[src/rtl/biriscv_defs.sv]
// biriscv_defs: privilege encodings and fetch-entry layout shared by the fetch unit
package biriscv_defs;
  localparam logic [1:0] PRIV_USER    = 2'd0;
  localparam logic [1:0] PRIV_SUPER   = 2'd1;
  localparam logic [1:0] PRIV_MACHINE = 2'd3;
  localparam int INST_W  = 64;
  localparam int PC_W    = 32;
  localparam int PRED_W  = 2;
  localparam int ENTRY_W = 2 + PRED_W + PC_W + INST_W;
  typedef struct packed {
    logic              page_fault;
    logic              error;
    logic [PRED_W-1:0] pred;
    logic [PC_W-1:0]   pc;
    logic [INST_W-1:0] inst;
  } fetch_entry_t;
endpackage

[src/rtl/biriscv_fetch_fifo.sv]
// biriscv_fetch_fifo: synchronous FIFO with flush and occupancy level
// Ports: clk_i/rst_n clock and async active-low reset; flush_i empties the FIFO;
// push_i/data_i write; pop_i/data_o/valid_o read the head; level_o is occupancy (DEPTH when full).
module biriscv_fetch_fifo #(
  parameter int WIDTH = 8,
  parameter int DEPTH = 4,
  localparam int AW = DEPTH > 1 ? $clog2(DEPTH) : 1,
  localparam int LW = $clog2(DEPTH) + 1
) (
  input  logic             clk_i,
  input  logic             rst_n,
  input  logic             flush_i,
  input  logic             push_i,
  input  logic [WIDTH-1:0] data_i,
  input  logic             pop_i,
  output logic [WIDTH-1:0] data_o,
  output logic             valid_o,
  output logic [LW-1:0]    level_o
);
  logic [WIDTH-1:0] mem_q [DEPTH];
  logic [AW-1:0] wr_q, wr_d, rd_q, rd_d;
  logic [LW-1:0] level_q, level_d;
  logic pop_ok;
  assign pop_ok  = pop_i & (level_q != '0);
  assign data_o  = mem_q[rd_q];
  assign valid_o = level_q != '0;
  assign level_o = level_q;
  always_comb begin
    wr_d    = flush_i ? '0 : !push_i ? wr_q : (wr_q == AW'(DEPTH - 1)) ? '0 : wr_q + AW'(1);
    rd_d    = flush_i ? '0 : !pop_ok ? rd_q : (rd_q == AW'(DEPTH - 1)) ? '0 : rd_q + AW'(1);
    level_d = flush_i ? '0 : level_q + LW'(push_i) - LW'(pop_ok);
  end
  always_ff @(posedge clk_i or negedge rst_n)
    if (!rst_n) begin
      wr_q    <= '0;
      rd_q    <= '0;
      level_q <= '0;
    end else begin
      wr_q    <= wr_d;
      rd_q    <= rd_d;
      level_q <= level_d;
    end
  always_ff @(posedge clk_i)
    if (push_i && !flush_i) mem_q[wr_q] <= data_i;
endmodule

[src/rtl/biriscv_fetch_queue.sv]
// biriscv_fetch_queue: pipelined I-cache fetch with instruction queue, redirect drop counter and fault halt
// Ports: branch_* redirect fetch; fetch_invalidate_i requests an I-cache flush; next_pc_f_i/next_taken_f_i
// come from the predictor for pc_f_o; icache_* is the in-order I-cache read/flush interface;
// fetch_* presents the queue head to decode; queue_level_o is queue occupancy.
// Optional macro BIRISCV_FETCH_BYPASS_EN: present a response combinationally when the queue is empty.
module biriscv_fetch_queue
  import biriscv_defs::*;
#(
  parameter int DEPTH           = 4,
  parameter int MAX_OUTSTANDING = 2,
  parameter int SUPPORT_MMU     = 1,
  localparam int LW = $clog2(DEPTH) + 1,
  localparam int OW = $clog2(MAX_OUTSTANDING) + 1
) (
  input  logic          clk_i,
  input  logic          rst_n,
  input  logic          branch_request_i,
  input  logic [31:0]   branch_pc_i,
  input  logic [1:0]    branch_priv_i,
  input  logic          fetch_invalidate_i,
  input  logic [31:0]   next_pc_f_i,
  input  logic [1:0]    next_taken_f_i,
  input  logic          icache_accept_i,
  input  logic          icache_valid_i,
  input  logic          icache_error_i,
  input  logic          icache_page_fault_i,
  input  logic [63:0]   icache_inst_i,
  output logic          icache_rd_o,
  output logic          icache_flush_o,
  output logic [31:0]   icache_pc_o,
  output logic [1:0]    icache_priv_o,
  output logic [31:0]   pc_f_o,
  output logic          pc_accept_o,
  output logic          fetch_valid_o,
  input  logic          fetch_accept_i,
  output logic [63:0]   fetch_instr_o,
  output logic [31:0]   fetch_pc_o,
  output logic [1:0]    fetch_pred_branch_o,
  output logic          fetch_fault_fetch_o,
  output logic          fetch_fault_page_o,
  output logic [LW-1:0] queue_level_o
);
  logic active_q, active_d, flush_pend_q, flush_pend_d;
  logic [31:0] pc_f_q, pc_f_d;
  logic [1:0] priv_q, priv_d;
  logic [OW-1:0] drop_q, drop_d, outstanding;
  logic [28:0] tag_pc;
  logic [1:0] tag_pred;
  logic tag_valid, q_valid, q_push, bypass, issue, resp, accept_line;
  logic [LW-1:0] q_level;
  logic [LW:0] used;
  fetch_entry_t resp_ent, q_data, head;
  // The tag FIFO level is the outstanding-read count; it is never flushed so
  // dropped responses still retire their tags in order.
  biriscv_fetch_fifo #(.WIDTH(31), .DEPTH(MAX_OUTSTANDING)) u_tag (
    .clk_i(clk_i), .rst_n(rst_n), .flush_i(1'b0),
    .push_i(issue), .data_i({pc_f_q[31:3], next_taken_f_i}),
    .pop_i(resp), .data_o({tag_pc, tag_pred}), .valid_o(tag_valid), .level_o(outstanding)
  );
  biriscv_fetch_fifo #(.WIDTH(ENTRY_W), .DEPTH(DEPTH)) u_queue (
    .clk_i(clk_i), .rst_n(rst_n), .flush_i(branch_request_i),
    .push_i(q_push), .data_i(resp_ent),
    .pop_i(fetch_accept_i), .data_o(q_data), .valid_o(q_valid), .level_o(q_level)
  );
  // A response with no read in flight (e.g. just after reset) is ignored.
  assign resp        = icache_valid_i & tag_valid;
  assign accept_line = resp & (drop_q == '0) & ~branch_request_i;
  assign resp_ent    = {icache_page_fault_i, icache_error_i, tag_pred, tag_pc, 3'b000, icache_inst_i};
`ifdef BIRISCV_FETCH_BYPASS_EN
  assign bypass = accept_line & (q_level == '0);
  assign q_push = accept_line & ~(bypass & fetch_accept_i);
`else
  assign bypass = 1'b0;
  assign q_push = accept_line;
`endif
  // Counting in-flight reads against free queue slots means every response has a slot.
  assign used        = (LW + 1)'(outstanding) + (LW + 1)'(q_level);
  assign icache_rd_o = active_q & ~branch_request_i & ~flush_pend_q &
                       (outstanding < OW'(MAX_OUTSTANDING)) & (used < (LW + 1)'(DEPTH));
  assign issue       = icache_rd_o & icache_accept_i;
  assign head        = bypass ? resp_ent : q_valid ? q_data : '0;
  always_comb begin
    pc_f_d       = branch_request_i ? branch_pc_i : issue ? next_pc_f_i : pc_f_q;
    priv_d       = branch_request_i ? branch_priv_i : priv_q;
    active_d     = branch_request_i | (active_q & ~(accept_line & (icache_error_i | icache_page_fault_i)));
    drop_d       = branch_request_i ? outstanding - OW'(resp) : drop_q - OW'(resp & (drop_q != '0));
    flush_pend_d = fetch_invalidate_i | (flush_pend_q & ~icache_accept_i);
  end
  always_ff @(posedge clk_i or negedge rst_n)
    if (!rst_n) begin
      active_q     <= 1'b0;
      flush_pend_q <= 1'b0;
      pc_f_q       <= '0;
      priv_q       <= PRIV_MACHINE;
      drop_q       <= '0;
    end else begin
      active_q     <= active_d;
      flush_pend_q <= flush_pend_d;
      pc_f_q       <= pc_f_d;
      priv_q       <= priv_d;
      drop_q       <= drop_d;
    end
  assign icache_flush_o      = flush_pend_q;
  assign icache_pc_o         = {pc_f_q[31:3], 3'b000};
  assign icache_priv_o       = SUPPORT_MMU != 0 ? priv_q : PRIV_MACHINE;
  assign pc_f_o              = pc_f_q;
  assign pc_accept_o         = issue;
  assign fetch_valid_o       = q_valid | bypass;
  assign fetch_instr_o       = head.inst;
  assign fetch_pc_o          = head.pc;
  assign fetch_pred_branch_o = head.pred;
  assign fetch_fault_fetch_o = head.error;
  assign fetch_fault_page_o  = head.page_fault;
  assign queue_level_o       = q_level;
endmodule
[config.mk]
export PLATFORM = sky130hd
export DESIGN_NAME = biriscv_fetch_queue
export DESIGN_NICKNAME = d
export VERILOG_FILES = /design/src/rtl/biriscv_defs.sv /design/src/rtl/biriscv_fetch_fifo.sv /design/src/rtl/biriscv_fetch_queue.sv
export SDC_FILE = /design/constraint.sdc
export NUM_CORES = 1
export LEC_CHECK = 0
export CORE_ASPECT_RATIO = 0.75
export CORE_MARGIN = 5
export CORE_UTILIZATION = 40
export DETAILED_ROUTE_END_ITERATION = 7
export SYNTH_ARGS = -nofsm -noshare
export SYNTH_HDL_FRONTEND = slang
export SYNTH_SLANG_ARGS = --single-unit
export TNS_END_PERCENT = 10
[constraint.sdc]
create_clock -name clk_i -period 4.65 [get_ports clk_i]
set_input_delay 0.93 -clock clk_i [delete_from_list [all_inputs] [get_ports clk_i]]
set_output_delay 0.93 -clock clk_i [all_outputs]
set_load 0.02 [all_outputs]
==> key figures <==
Run status
  • Status: finished, final reports clean

STA
  • Setup Viol. Count Final: 0
  • Worst setup margin: 731 ps
  • Worst slew pin tran: 1140 ps
  • Setup TNS Final: 0 ps
  • Tmin final: 3920 ps
  • Clk_skew: approximately 11 ps
  • Final-report max-slew violation count: 0
  • Hold Vio Cnt, Final: 0
  • Fmax: 255 MHz
  • Tcrit/Tclk final: 84.3%
  • Slew HR: approximately a quarter
  • Unrepaired setup endpoints after global routing: no

Drt
  • Total wire length: 42.6 mm
  • DR WL/cell: 21.7 µm
  • Drt initial violations: roughly 480
  • Residual DRC: 0
  • Via-to-Cell Ratio: 5.03
  • First-pass iteration count of the detailed router: 7
  • Detail Route Antenna Nets: 0
  • Via count: 9,865

Critical path
  • Critical register-to-register path startpoint: u_queue.level_o[0]$_DFF_PN0_
  • CP arrival: 2990 ps
  • Crit-path max FO: 40
  • Reg2reg setup slack: 1810 ps
  • CP startpoint kind: flop
  • Cell depth of the worst flop-to-flop path: 9
  • Worst EP required: 3720 ps
  • Critical path capture point type: primary output
  • R2r endpoint: u_queue.level_o[2]$_DFF_PN0_
  • Critical setup path kind: reg2out

Clocking
  • Clock tree sinks: about 500
  • CTS root buf: clkbuf_16
  • Max clock buf depth: 3
  • Clock Pin Slew Worst Setup and Hold Paths: 60 ps
  • CTS tree: yes
  • Post-CTS resize count: 0
  • Hold_buf cts: 0
  • Worst-Skew Late Latency: 570 ps
  • CTS H-tree depth: 2
  • Cts bufs inserted: 51
  • Post-CTS Setup Repair Bufs: 0

Power
  • Power per Cell Area: 537 nW/µm²
  • Lkg Pwr: 8.12 nW
  • Worst vdd ir: about 0.28 mV

Die
  • Top Ports: 314
  • Starting Density: 40.4%
  • Die W: 266 µm
  • FP Rows: 70
  • Total core area: 48,800 µm²
  • Die area: 53,900 µm²
  • DIE HEIGHT: between 200 and 250 µm

Final layout
  • Area grow syn2layout: 26.4%
  • Share of layout cells above drive strength 1: between 10% and 20%
  • Cell area after layout: around 25,000 µm²
  • Fillers: 3,888
  • Fin nets: about 1,400

Global route
  • Initial antenna violation count: 2
  • Met2 usage: 25.1%
  • Busiest grt layer: met2
  • Largest net degree at the start of global routing: 98
  • GRT Util Overall: about 16%
  • First-pass GRT wire length: 64.6 mm
  • GRT overflow: 0
  • Met3 Track Usage GR: 3.48%
  • Vias in the first global route: around 11,000
  • Met1 Usage GRT: a little over a fifth

Place
  • DP Worst Slack: 1260 ps
  • Placed inst area: around 23,000 µm²
  • Dpl hpwl: 25.6 mm
  • PortBufs: 307
  • RePlAce Congestion: 0.707

Flow run
  • Max-Cap Viols: 0

Synth
  • Area leader, netlist: edfxtp_1
  • Top post-synthesis cells by area: edfxtp_1 68%, mux4_2 11%, dfrtp_1 6.0%
  • Number of distinct library cells after synthesis: 35
  • Synthesized instance count: 982
  • #FFs+latches synth: roughly 500
  • Number of synthesized flops with an enable pin: between 400 and 500
  • Most common cell in the netlist: edfxtp_1
  • Synth Cell Area: 19,700 µm²
  • Ys flop type: edfxtp_1
  • Seq/Total Area, Yosys: 74.7%
  • Commonest cells post-synth: 450 x edfxtp_1, 103 x and2_1, 97 x mux4_2
  • Async set or reset register ratio after synthesis: 9.82%
  • Ys Warns: 0
  • Yosys top cell area share: 68.5%
  • Avg Cell Area, Syn: about 20 µm²

Min path
  • Hold Path Class: in2async
[where the power goes]
| part | internal, mW | total (mW) | switching (mW) |
|---|---|---|---|
| Clock | 2.30 | 3.95 | 1.64 |
| Combinational | 2.02 | 4.00 | 1.98 |
| Sequential | 5.19 | 5.44 | 0.251 |
[per-stage QoR]
step / instances / hold WS (ps) / util, % / total power [mW]
2_1_floorplan: 987 / 455 / - / 7.86
3_3_place_gp: 1868 / 502 / 47.8 / 9.62
3_5_place_dp: 1868 / 524 / 47.8 / 9.64
4_1_cts: 1962 / 392 / 51.1 / 13.6
5_1_grt: 1962 / 418 / 51.1 / 14.1
6_report: 1963 / 406 / 51.1 / 13.4
[worst max-delay path by stage]
| stage | from | endpoint | slack [ps] | cells after the start |
|---|---|---|---|---|
| 2_1_floorplan | icache_valid_i | u_queue.mem_q[0][0]$_DFFE_PP_ | 460 | 4 |
| 3_3_place_gp | u_queue.rd_q[1]$_DFFE_PN0P_ | fetch_instr_o[32] | 1300 | 4 |
| 3_5_place_dp | u_queue.level_o[1]$_DFF_PN0_ | fetch_instr_o[4] | 1260 | 4 |
| 4_1_cts | u_queue.level_o[1]$_DFF_PN0_ | fetch_instr_o[4] | 620 | 4 |
| 5_1_grt | u_queue.level_o[1]$_DFF_PN0_ | fetch_instr_o[4] | 530 | 4 |
| 6_report | u_queue.rd_q[1]$_DFFE_PN0P_ | fetch_instr_o[32] | 730 | 4 |
[routing by layer]
| layer | vias to the layer above | part of all wire [%] |
|---|---|---|
| li1 | 4427 | - |
| met1 | 5099 | 44 |
| met2 | 279 | 48 |
| met3 | 58 | 6.3 |
| met4 | 2 | 1.9 |
| met5 | - | 0.031 |
[sequential cells by signal, summed over array words and instances, names as in the netlist, 2 cells and up]
| signal | flops |
|---|---|
| u_queue.level_o | 3 |
| u_queue.rd_q | 2 |
| u_tag.level_o | 2 |
| u_queue.wr_q | 2 |
| icache_priv_o | 2 |
| u_queue.mem_q | 388 |
| u_tag.mem_q | 62 |
| pc_f_o | 32 |
| drop_q | 2 |
[logic make-up after synthesis]
family          share of synthesized area, %
fa+ha+maj                              0.672
buf+inv                                 3.11
other cells                           0.0190
flops                                   74.7
compound gates                          1.76
mux                                     13.1
simple gates                            6.20
xor+xnor                               0.444
[cell type report]
cell class / count / area [µm²] / area share [%]
flip-flops and latches: 499 / 14800 / 59.1
well taps: 648 / 811 / 3.25
multi-input cells: 387 / 4420 / 17.7
clock buffers: 63 / 1360 / 5.47
clock inverters: 31 / 253 / 1.01
repair buffers: 325 / 3310 / 13.3
diodes: 1 / 2.50 / 0.0100
inverters: 9 / 33.8 / 0.135
[cells in the final DEF, fill, tap and decap left out, types with 13 or more instances in the layout]
cell type,n
nor2b_1,33
mux2_2,33
clkbuf_16,53
clkinv_1,13
mux4_2,97
nor3b_1,32
clkdlybuf4s50_1,305
dfrtp_1,44
a221o_1,32
edfxtp_1,450
and2_1,98
[critical path: stages, from the launching register on]
cell,delay (ps)
dfrtp_4,870
buf_4,420
mux4_2,340
and2_1,200
clkdlybuf4s50_1,550
(Power assumes the default switching activity.)
